### config.mk
export PLATFORM = sky130hd
export DESIGN_NAME = cla_pipe_addsub_flat
export DESIGN_NICKNAME = d
export VERILOG_FILES = /design/src/rtl/cla_pipe_addsub_if.sv /design/src/rtl/cla_pipe_addsub.sv /design/src/flat_wrapper.sv
export SDC_FILE = /design/constraint.sdc
export NUM_CORES = 1
export LEC_CHECK = 0
export CORE_MARGIN = 2
export CORE_UTILIZATION = 50
export CTS_CLUSTER_SIZE = 40
export DETAILED_ROUTE_END_ITERATION = 8
export PLACE_DENSITY_LB_ADDON = 0.1
export SYNTH_ARGS = -nofsm -noshare
export SYNTH_HDL_FRONTEND = slang
export SYNTH_SLANG_ARGS = --single-unit
### constraint.sdc
create_clock -name clk_in -period 4.31 [get_ports clk_in]
set_input_delay 1.293 -clock clk_in [delete_from_list [all_inputs] [get_ports clk_in]]
set_output_delay 1.293 -clock clk_in [all_outputs]
set_load 0.005 [all_outputs]
### src/rtl/cla_pipe_addsub_if.sv
// Operand/result bus for cla_pipe_addsub.
// Purpose: groups the upstream (operand) and downstream (result) handshake
// and data signals so the adder can be bound with a single port.
//   slave  : the adder side (consumes operands, produces results)
//   master : the environment side (produces operands, consumes results)
// Signals:
//   valid_in/ready_out   operand beat handshake (a_in, b_in, c_in, op_in)
//   valid_out/ready_in   result beat handshake (sum_out, c_out, ovf_out, zero_out)
interface cla_pipe_addsub_if #(
  parameter int WIDTH = 32
);
  logic             valid_in;
  logic             ready_out;
  logic [WIDTH-1:0] a_in;
  logic [WIDTH-1:0] b_in;
  logic             c_in;
  logic             op_in;
  logic             valid_out;
  logic             ready_in;
  logic [WIDTH-1:0] sum_out;
  logic             c_out;
  logic             ovf_out;
  logic             zero_out;

  modport slave (
    input  valid_in, a_in, b_in, c_in, op_in, ready_in,
    output ready_out, valid_out, sum_out, c_out, ovf_out, zero_out
  );

  modport master (
    output valid_in, a_in, b_in, c_in, op_in, ready_in,
    input  ready_out, valid_out, sum_out, c_out, ovf_out, zero_out
  );
endinterface

### src/rtl/cla_pipe_addsub.sv
// Pipelined carry-lookahead adder/subtractor.
// Purpose: WIDTH-bit A+B+c_in or A-B built from 4-bit CLA groups; the
// group-to-group carry chain is cut into STAGES register slices so wide
// add/sub closes timing. Produces carry, signed overflow and zero flags.
// Ports:
//   clk_in    rising-edge clock
//   rst_n_in  asynchronous active-low reset
//   bus       cla_pipe_addsub_if.slave (operand and result handshakes)
// Handshake: a beat moves into a slice on a clock edge when the slice's
// input is valid and the slice is ready. A slice is ready when it is empty
// or its content leaves this same edge; leaving the last slice needs
// ready_in. ready_out is the ready of slice 0, so it depends
// combinationally on ready_in and on the occupancy of every slice (any
// empty slice downstream collapses the bubble). Data and valids hold while
// a slice is not ready, so a stalled result stays stable.
module cla_pipe_addsub #(
  parameter int WIDTH  = 32,
  parameter int STAGES = 2
) (
  input  logic              clk_in,
  input  logic              rst_n_in,
  cla_pipe_addsub_if.slave  bus
);
  localparam int G   = WIDTH / 4;
  localparam int GPS = (G + STAGES - 1) / STAGES;

  // One slice's content: operands (b already conditioned), low sum bits
  // finished so far, carry into the next group, and carry into the MSB of
  // the most recently processed group (becomes the MSB carry-in at the end).
  typedef struct packed {
    logic [WIDTH-1:0] a;
    logic [WIDTH-1:0] b;
    logic [WIDTH-1:0] s;
    logic             c;
    logic             m;
  } slice_t;

  // 4-bit CLA group: returns {carry_out, carry_into_bit3, sum[3:0]}.
  function automatic logic [5:0] cla4(input logic [3:0] a, input logic [3:0] b,
                                      input logic cin);
    logic [3:0] p;
    logic [3:0] g;
    logic [3:0] c;
    logic       gg;
    logic       pp;
    p    = a ^ b;
    g    = a & b;
    c[0] = cin;
    c[1] = g[0] | (p[0] & cin);
    c[2] = g[1] | (p[1] & g[0]) | (p[1] & p[0] & cin);
    c[3] = g[2] | (p[2] & g[1]) | (p[2] & p[1] & g[0]) | (p[2] & p[1] & p[0] & cin);
    gg   = g[3] | (p[3] & g[2]) | (p[3] & p[2] & g[1]) | (p[3] & p[2] & p[1] & g[0]);
    pp   = &p;
    return {gg | (pp & cin), c[3], p ^ c};
  endfunction

  // Process groups [lo, hi) in order; an empty range passes x through.
  function automatic slice_t run_groups(input slice_t x, input int lo, input int hi);
    slice_t     r;
    logic [5:0] grp;
    r   = x;
    grp = '0;
    for (int g = 0; g < G; g++) begin
      if (g >= lo && g < hi) begin
        grp              = cla4(r.a[4*g +: 4], r.b[4*g +: 4], r.c);
        r.s[4*g +: 4]    = grp[3:0];
        r.m              = grp[4];
        r.c              = grp[5];
      end
    end
    return r;
  endfunction

  function automatic int stage_hi(input int k);
    int h;
    h = (k + 1) * GPS;
    return (h > G) ? G : h;
  endfunction

  slice_t              st_q [STAGES];
  slice_t              st_o [STAGES];
  slice_t              st_in0;
  logic [STAGES-1:0]   v_q;
  logic [STAGES-1:0]   in_v;
  logic [STAGES-1:0]   rdy;
  logic                ovf_q;
  logic                zero_q;
  logic                fl_ovf;
  logic                fl_zero;

  // Operand conditioning: subtraction is A + ~B + 1, c_in ignored.
  always_comb begin
    st_in0   = '0;
    st_in0.a = bus.a_in;
    st_in0.b = bus.op_in ? ~bus.b_in : bus.b_in;
    st_in0.c = bus.op_in | bus.c_in;
  end

  always_comb begin
    st_o[0] = run_groups(st_in0, 0, stage_hi(0));
    for (int k = 1; k < STAGES; k++) begin
      st_o[k] = run_groups(st_q[k-1], k * GPS, stage_hi(k));
    end
  end

  always_comb begin
    in_v[0] = bus.valid_in;
    for (int k = 1; k < STAGES; k++) begin
      in_v[k] = v_q[k-1];
    end
  end

  // Slice k is ready if ready_in is high or any slice from k onward is
  // empty: the whole tail then shifts by one and frees slice k.
  always_comb begin
    logic any_empty;
    any_empty = 1'b0;
    for (int k = 0; k < STAGES; k++) begin
      any_empty = 1'b0;
      for (int j = k; j < STAGES; j++) begin
        any_empty = any_empty | ~v_q[j];
      end
      rdy[k] = bus.ready_in | any_empty;
    end
  end

  // Flags from the fully resolved result entering the last slice.
  always_comb begin
    fl_ovf  = st_o[STAGES-1].m ^ st_o[STAGES-1].c;
    fl_zero = ~|st_o[STAGES-1].s;
  end

  always_ff @(posedge clk_in or negedge rst_n_in) begin
    if (!rst_n_in) begin
      v_q    <= '0;
      ovf_q  <= 1'b0;
      zero_q <= 1'b0;
      for (int k = 0; k < STAGES; k++) begin
        st_q[k] <= '0;
      end
    end else begin
      for (int k = 0; k < STAGES; k++) begin
        if (rdy[k]) begin
          v_q[k] <= in_v[k];
          if (in_v[k]) begin
            st_q[k] <= st_o[k];
          end
        end
      end
      if (rdy[STAGES-1] && in_v[STAGES-1]) begin
        ovf_q  <= fl_ovf;
        zero_q <= fl_zero;
      end
    end
  end

  assign bus.ready_out = rdy[0];
  assign bus.valid_out = v_q[STAGES-1];
  assign bus.sum_out   = st_q[STAGES-1].s;
  assign bus.c_out     = st_q[STAGES-1].c;
  assign bus.ovf_out   = ovf_q;
  assign bus.zero_out  = zero_q;
endmodule

### src/flat_wrapper.sv
// flat-port wrapper written by rule: the top's interface ports become plain ports
module cla_pipe_addsub_flat 
#(
  parameter int WIDTH  = 32,
  parameter int STAGES = 2
)
  (clk_in, rst_n_in, bus_valid_in, bus_a_in, bus_b_in, bus_c_in, bus_op_in, bus_ready_in, bus_ready_out, bus_valid_out, bus_sum_out, bus_c_out, bus_ovf_out, bus_zero_out);
  cla_pipe_addsub_if #(.WIDTH(WIDTH)) bus_i ();
  input  logic clk_in;
  input  logic rst_n_in;
  input wire logic [$bits(bus_i.valid_in)-1:0] bus_valid_in;
  input wire logic [$bits(bus_i.a_in)-1:0] bus_a_in;
  input wire logic [$bits(bus_i.b_in)-1:0] bus_b_in;
  input wire logic [$bits(bus_i.c_in)-1:0] bus_c_in;
  input wire logic [$bits(bus_i.op_in)-1:0] bus_op_in;
  input wire logic [$bits(bus_i.ready_in)-1:0] bus_ready_in;
  output wire logic [$bits(bus_i.ready_out)-1:0] bus_ready_out;
  output wire logic [$bits(bus_i.valid_out)-1:0] bus_valid_out;
  output wire logic [$bits(bus_i.sum_out)-1:0] bus_sum_out;
  output wire logic [$bits(bus_i.c_out)-1:0] bus_c_out;
  output wire logic [$bits(bus_i.ovf_out)-1:0] bus_ovf_out;
  output wire logic [$bits(bus_i.zero_out)-1:0] bus_zero_out;
  assign bus_i.valid_in = bus_valid_in;
  assign bus_i.a_in = bus_a_in;
  assign bus_i.b_in = bus_b_in;
  assign bus_i.c_in = bus_c_in;
  assign bus_i.op_in = bus_op_in;
  assign bus_i.ready_in = bus_ready_in;
  assign bus_ready_out = bus_i.ready_out;
  assign bus_valid_out = bus_i.valid_out;
  assign bus_sum_out = bus_i.sum_out;
  assign bus_c_out = bus_i.c_out;
  assign bus_ovf_out = bus_i.ovf_out;
  assign bus_zero_out = bus_i.zero_out;
  cla_pipe_addsub #(.WIDTH(WIDTH), .STAGES(STAGES)) u_core (.clk_in(clk_in), .rst_n_in(rst_n_in), .bus(bus_i));
endmodule
==> out/metrics.csv <==
stage,metric,value,unit
placement,pre_cts_ws,0.474,ns
final_layout,postLayoutCoreUtil,0.630,
clock_tree,holdBufCountCts,0,
sta,rsz0062_at_grt,false,
routing,ant_nets,0,
setup_path,required,3.02,ns
floorplanning,die_area,11000,um^2
sta,hold_ws,0.481,ns
setup_path,cpMaxStageDelayCell,clkdlybuf4s50_1,
global_routing,grt_max_degree,87,
final_layout,finalNetCount,696,
final_layout,finish.instance_area,6190,um^2
sta,hold_violations,0,
clock_tree,clock_latency,0.35,ns
min_path,hold_path.class,reg2reg,
clock_tree,cts_sinks,86,
run_status,status,"complete, no violations",
final_layout,area_growth,22.0,%
pwr,irDropWorstVdd,0.000201,V
floorplanning,coreArea,9820,um^2
placement,placed_area,6000,um^2
final_layout,fillers,895,
routing,wl,10.2,mm
routing,drtIter0Drc,124,
clock_tree,postCtsSetupBuffers,0,
final_layout,final_layout_size_suffix_gt1_frac,0.0780,
pwr,swShare,0.320,
floorplanning,fp.dieW,105,um
placement,place.gp.congestion,0.903,
clock_tree,cts_tree,done,
floorplanning,boundaryPins,107,
clock_tree,post_cts_resized,0,
sta,maxSlewViolCount,0,
clock_tree,cts_made_buffers,9,
setup_path,start_kind,input port,
clock_tree,clk_path_buf_depth,2,
global_routing,gr-usage-all-layers,0.196,
global_routing,grt.overflow.total,0,
logic_synthesis,synthFlopType,dfrtp_1,
sta,fmax,0.266,GHz
pwr,seqPwrFrac,0.418,
routing,drtPass1Iterations,6,
sta,worst_slack,0.555,ns
routing,num_vias,3656,
logic_synthesis,synth-seq-area-share,0.424,
logic_synthesis,synth_enable_flop_cells,0,
logic_synthesis,netlist-cell-type-count,47,
routing,viasPerCell,5.06,
placement,port_buffers,106,
setup_path,critPathKind,in2out,
pwr,leakagePower,2.78,nW
sta,clock_skew,0.00986,ns
setup_path,cpMostUsedCell,clkdlybuf4s50_1,
logic_synthesis,yosys_register_bits,86,
routing,avgRoutedWirePerCell,14.1,um
setup_path,crit_path_max_fanout,4,
final_layout,antennaDiodeCount,0,
global_routing,first_global_vias,3427,
logic_synthesis,synth_area_per_cell,9.79,um^2
sta,slew_headroom,0.295,
clock_tree,htree_num_levels,3,
floorplanning,start_util,0.517,
setup_path,path_cells,"clkdlybuf4s50_1, nand3b_1, clkdlybuf4s50_1",
pwr,p_switching,0.907,mW
setup_path,path_buf_inv,2,
sta,tightest_slew,1.06,ns
logic_synthesis,synthCells,518,
pwr,powerDensity,458,nW/um^2
logic_synthesis,synthArstFlopShare,1.00,
pwr,power_frac_comb,0.388,
setup_path,arrival,2.46,ns
sta,setup_tns,0,ns
logic_synthesis,yosys_warnings,0,
floorplanning,die_y,105,um
placement,hpwl,8.03,mm
logic_synthesis,syn_nets,628,
setup_path,crit_family,buffers and inverters,
run,cap_viol_max_count,0,
routing,route.detailed.drc,0,
sta,finalSetupViolCount,0,
floorplanning,rows,36,
setup_path,end_kind,primary output,
global_routing,antenna_found_initial,0,
pwr,p_int,1.92,mW
logic_synthesis,synth_area,5070,um^2
global_routing,grt_pass1_wl,16.9,mm
sta,period_share,0.871,
setup_path,cp_slowest_stage_delay,0.52,ns
sta,period_minus_slack,3.75,ns
clock_tree,clkTransAtPathRegs,0.08,ns
clock_tree,ctsRootBufferMaster,clkbuf_8,
pwr,pwr-share-clk,0.194,
-- metal layers --
layer,GRT usage,vias to the layer above,share of wire
met3,0.0387,6,0.056
li1,-,1854,-
met5,0,-,0
met2,0.282,104,0.42
met4,0.0543,0,0.0096
met1,0.300,1692,0.52
-- worst min-delay path: cells and delay by family, from the launching register on --
kind	cells	cell delay, ns
flops	1	0.35
simple gates	2	0.10
-- state kept, by name, indices dropped and copies added, names as in the netlist --
register and count:
u_core.st_q 1, u_core.v_q 2, u_core.bus.zero_out 1, u_core.st_o 48
u_core.bus.sum_out 32, u_core.bus.ovf_out 1, u_core.bus.c_out 1
-- cell families (layout without fill, tap and decap cells) --
| group | Yosys count | after routing | share of synthesized area |
|---|---|---|---|
| flops | 86 | 86 | 0.424 |
| fa+ha+maj | 40 | 40 | 0.111 |
| mux | 24 | 24 | 0.0528 |
| xor+xnor | 52 | 52 | 0.0898 |
| compound gates | 100 | 100 | 0.124 |
| simple gates | 147 | 147 | 0.123 |
| buf+inv | 69 | 141 | 0.0752 |
-- through the flow --
step / cells / total power, mW
3_5_place_dp: 708 / 2.31
2_1_floorplan: 518 / 1.93
5_1_grt: 723 / 3.03
4_1_cts: 723 / 2.86
6_report: 723 / 2.83
3_3_place_gp: 708 / 2.26
-- area by class of cell --
cell class / instances / area (um^2) / area share
Inverter: 17 / 63.8 / 0.0103
Clock buffer: 11 / 141 / 0.0228
Sequential cell: 86 / 2150 / 0.348
Multi-Input combinational cell: 363 / 2540 / 0.411
Tap cell: 133 / 166 / 0.0269
Timing Repair Buffer: 109 / 1080 / 0.174
Clock inverter: 4 / 47.5 / 0.00768
-- power by group through the flow --
stage               logic [mW]  registers (mW)  clock network, mW
floorplan                0.791            1.14                  0
global placement          1.08            1.19                  0
detailed placement        1.10            1.20                  0
CTS                       1.11            1.19              0.563
global route              1.22            1.22              0.592
finish                    1.10            1.18              0.548
-- cells in the final DEF (no fill, tap or decap), types with 2 or more instances in the layout --
| master | instances |
|---|---|
| clkdlybuf4s50_1 | 104 |
| nand2_1 | 100 |
| dfrtp_1 | 86 |
| o21ai_0 | 42 |
| ha_1 | 32 |
| xor2_1 | 27 |
| xnor2_1 | 25 |
| mux2_2 | 21 |
| a21oi_1 | 18 |
| nor2_1 | 17 |
| inv_1 | 17 |
| clkbuf_8 | 10 |
| a21o_1 | 9 |
| fa_1 | 8 |
| o21ai_1 | 6 |
| nor4_1 | 5 |
| nand4_1 | 4 |
| nor3_1 | 4 |
| nand2b_1 | 4 |
| buf_4 | 4 |
| or3_1 | 3 |
| o31ai_1 | 3 |
| a211oi_2 | 2 |
| o21a_1 | 2 |
| o211ai_1 | 2 |
| nand3b_1 | 2 |
| a211oi_1 | 2 |
| mux2i_1 | 2 |
| a22oi_1 | 2 |
| a31o_1 | 2 |
| and2_1 | 2 |
| a21boi_0 | 2 |
| clkinv_2 | 2 |
-- synth_stat cells (2+ instances only) --
library cell / instances / area share
a31o_1: 2 / 0.0035
buf_4: 32 / 0.047
inv_1: 17 / 0.013
o21ai_0: 42 / 0.041
or3_1: 3 / 0.0037
nand2b_1: 4 / 0.0049
nand2_1: 101 / 0.075
xnor2_1: 25 / 0.043
fa_1: 8 / 0.032
ha_1: 32 / 0.079
mux2_2: 21 / 0.047
a211oi_1: 2 / 0.0030
buf_2: 2 / 0.0020
nor2_1: 17 / 0.013
a21o_1: 9 / 0.013
a21oi_1: 18 / 0.018
o211ai_1: 2 / 0.0030
a21boi_0: 2 / 0.0030
nor4_1: 5 / 0.0062
xor2_1: 27 / 0.047
nor3_1: 4 / 0.0039
mux2i_1: 2 / 0.0039
buf_1: 3 / 0.0022
a211oi_2: 2 / 0.0049
clkbuf_1: 15 / 0.011
dfrtp_1: 86 / 0.42
and2_1: 2 / 0.0025
nand3b_1: 2 / 0.0030
a22oi_1: 2 / 0.0030
o21a_1: 2 / 0.0030
nand4_1: 4 / 0.0049
o21ai_1: 6 / 0.0059
o31ai_1: 3 / 0.0044
-- worst paths after layout --
| kind | startpoint | end | slack (ns) | depth (start not counted) |
|---|---|---|---|---|
| setup / recovery | bus_ready_in | bus_ready_out | 0.56 | 3 |
| hold / removal | u_core.st_o[96] | u_core.st_o[96] | 0.48 | 2 |
| setup reg to reg | u_core.st_o[53] | u_core.bus.zero_out | 1.12 | 11 |
| hold reg to reg | u_core.st_o[96] | u_core.st_o[96] | 0.48 | 2 |
| max in group asynchronous | rst_n_in | u_core.bus.sum_out[25] | 2.50 | 1 |
| min in group asynchronous | rst_n_in | u_core.st_o[15] | 1.14 | 1 |
Note: power is estimated with default switching activity, not from simulation.
==> RTL change, RTL diff (same settings) <==
`STAGES` is set to 2 in 2 places; all go to 4.
--- a/src/rtl/cla_pipe_addsub.sv
+++ b/src/rtl/cla_pipe_addsub.sv
@@ -17,3 +17,3 @@
   parameter int WIDTH  = 32,
-  parameter int STAGES = 2
+  parameter int STAGES = 4
 ) (
--- a/src/flat_wrapper.sv
+++ b/src/flat_wrapper.sv
@@ -4,3 +4,3 @@
   parameter int WIDTH  = 32,
-  parameter int STAGES = 2
+  parameter int STAGES = 4
 )
Function: changed (Yosys sat finds a counterexample within 4 cycles, from zero or initial values and one cycle with rst_n_in low).
==> RTL change against the unedited design <==
Cell area increased by 67%. Global-route usage decreased by 0.40 points. Sequential cell count increased by 100. Area after synthesis increased by 72%. Routed wire length increased by 61%. Synthesized cell count increased by 52%. Setup slack got worse by 0.47 ns. Power increased by 120%.
==> RTL change: results (changes against the unedited design) <==
clocking:
  cts_max_path_buffers: 2  # unchanged
  ctsRootBufferMaster: "sky130_fd_sc_hd__clkbuf_16"
  clkSlewWorstSetupHoldPaths_ns: 0.06  # -0.02 ns
  clock_tree.htree_level_count: 4  # +1
  postcts_setup_bufs: 0  # unchanged
  clkLatencyLatePin_ns: 0.42  # +0.07 ns
  cts-buffers-inserted: 17  # +8
layout:
  largest_reg_flops: 144  # +200%
  nNetsFinal: 967  # +39%
  filler_cell_count: 1404  # +57%
  final_layout_size_suffix_gt1_frac: 0.150  # +0.0718
power_and_ir_drop:
  largest_voltage_drop_on_the_vdd_net_mv: 0.319  # +59%
  switchingPower_mw: 1.91  # +110%
  power.static_leakage_nw: 4.74  # +71%
synth:
  post_synth_mux_area_share: 0.109  # +0.0566
  post_synthesis_sequential_area_ratio: 0.534  # +0.110
  postSynthNetCount: 896  # +43%
  synth.cells.most_frequent: "sky130_fd_sc_hd__dfrtp_1 (186), sky130_fd_sc_hd__nand2_1 (180), sky130_fd_sc_hd__mux2_2 (82)"
  post_synth_main_area_contributors: "sky130_fd_sc_hd__dfrtp_1 (53%), sky130_fd_sc_hd__mux2_2 (11%), sky130_fd_sc_hd__nand2_1 (7.8%), sky130_fd_sc_hd__ha_1 (4.6%), sky130_fd_sc_hd__xnor2_1 (3.6%)"
  synthAdderAreaFrac: 0.0643  # -0.0462
  synth.distinct_cells: 50  # +6.4%
  synth-xor-area-share: 0.0512  # -0.0385
  synth-async-reset-ratio: 1.00  # unchanged
  synth_compound_area_frac: 0.0699  # -0.0542
critical_path:
  timing.critical_path.arrival_ns: 2.93  # +0.47 ns
route:
  route.detailed.wl_per_inst_um: 15.1  # +6.8%
  drt-initial-drc-count: 237  # +91%
  route.detailed.vias_per_inst: 5.05  # about the same
  firstDrtPassIters: 4  # -2
placement:
  dpl-instance-area_um2: 9780  # +63%
  final_weighted_congestion_of_routability_driven_global_placement: 0.806  # -11%
  detailedPlacementHpwl_mm: 12.2  # +51%
grt:
  grt_start_max_net_pins: 90  # +3.4%
  grt_antenna_before_repair: 0  # unchanged
  grt_use_total: 0.192  # -0.00396
  first_global_vias: 5557  # +62%
  grt_first_pass_wirelength_mm: 27.7  # +64%
hold_path:
  hold_path_class: "reg -> reg"
run_status:
  run_status: "finished, final reports clean"
sta:
  max-slew-margin-rel: 0.466  # +0.171
  clock-skew-final_ns: 0.00684  # -0.00302 ns
## RTL change: cell count changes in the layout (fill, tap and decap cells not counted), sizes merged, moves of 6 or more
cell,unedited run,this run
nand3,1,7
mux2,22,82
xnor2,25,36
buf,5,13
nand2,101,180
nor2,17,9
dfrtp,86,186
clkbuf,11,19
xor2,27,15
clkinv,2,8
## RTL change: critical path: stages
cell	delay [ns]
sky130_fd_sc_hd__clkdlybuf4s50_1	0.44
sky130_fd_sc_hd__nand4b_1	0.34
sky130_fd_sc_hd__or2_1	0.36
sky130_fd_sc_hd__clkdlybuf4s50_1	0.49
## RTL change: cells by family after synthesis
group                    count (synthesis)
AO/OA/AOI/OAI                          101
AND/OR/NAND/NOR                        239
XOR/XNOR                                51
multiplexers                            85
buffers and inverters                   84
flip-flops                             186
adder cells (fa/ha/maj)                 40
## RTL change: routing by layer
metal  vias to the layer above  part of all wire  routed length, µm  global-route usage
met3                        15             0.031                514              0.0414
li1                       2767                 -                  -                   -
met2                        92              0.46               7530               0.290
met1                      2651              0.50               8220               0.280
met4                         0             0.012                201              0.0550
met5                         -                 0                  0                   0
## RTL change: final timing paths
path | startpoint | to | slack (ns) | depth (start not counted)
max in group asynchronous | rst_n_in | u_core.st_o[204] | 2.55 | 2
min in group asynchronous | rst_n_in | u_core.bus.sum_out[7] | 0.93 | 1
max | bus_ready_in | bus_ready_out | 0.09 | 4
min | u_core.st_o[259] | u_core.st_o[161] | 0.46 | 2
max reg2reg | u_core.st_o[58] | u_core.bus.zero_out | 1.32 | 9
min reg2reg | u_core.st_o[259] | u_core.st_o[161] | 0.46 | 2
## RTL change: power groups by stage
stage	sequential (mW)	combinational, mW	clock [mW]
6_report	2.69	1.99	1.43
3_5_place_dp	2.72	2.01	0
3_3_place_gp	2.70	1.94	0
2_1_floorplan	2.57	1.51	0
5_1_grt	2.77	2.25	1.54
4_1_cts	2.69	2.03	1.47
## RTL change: layout make-up
class	instances	share of cell area
clock buffers	19	0.0429
inverters	19	0.00691
multi-input cells	516	0.349
well taps	225	0.0273
flip-flops and latches	186	0.451
clock inverters	11	0.00970
repair buffers	117	0.113
## RTL change: metrics by stage
stage                      util  worst slack, ns  std cells
after global routing      0.601           0.0130       1093
after detailed placement  0.569            0.111       1063
final                     0.601           0.0897       1093
after floorplan               -             1.05        786
after CTS                 0.601           0.0894       1093
after global placement    0.569            0.106       1063
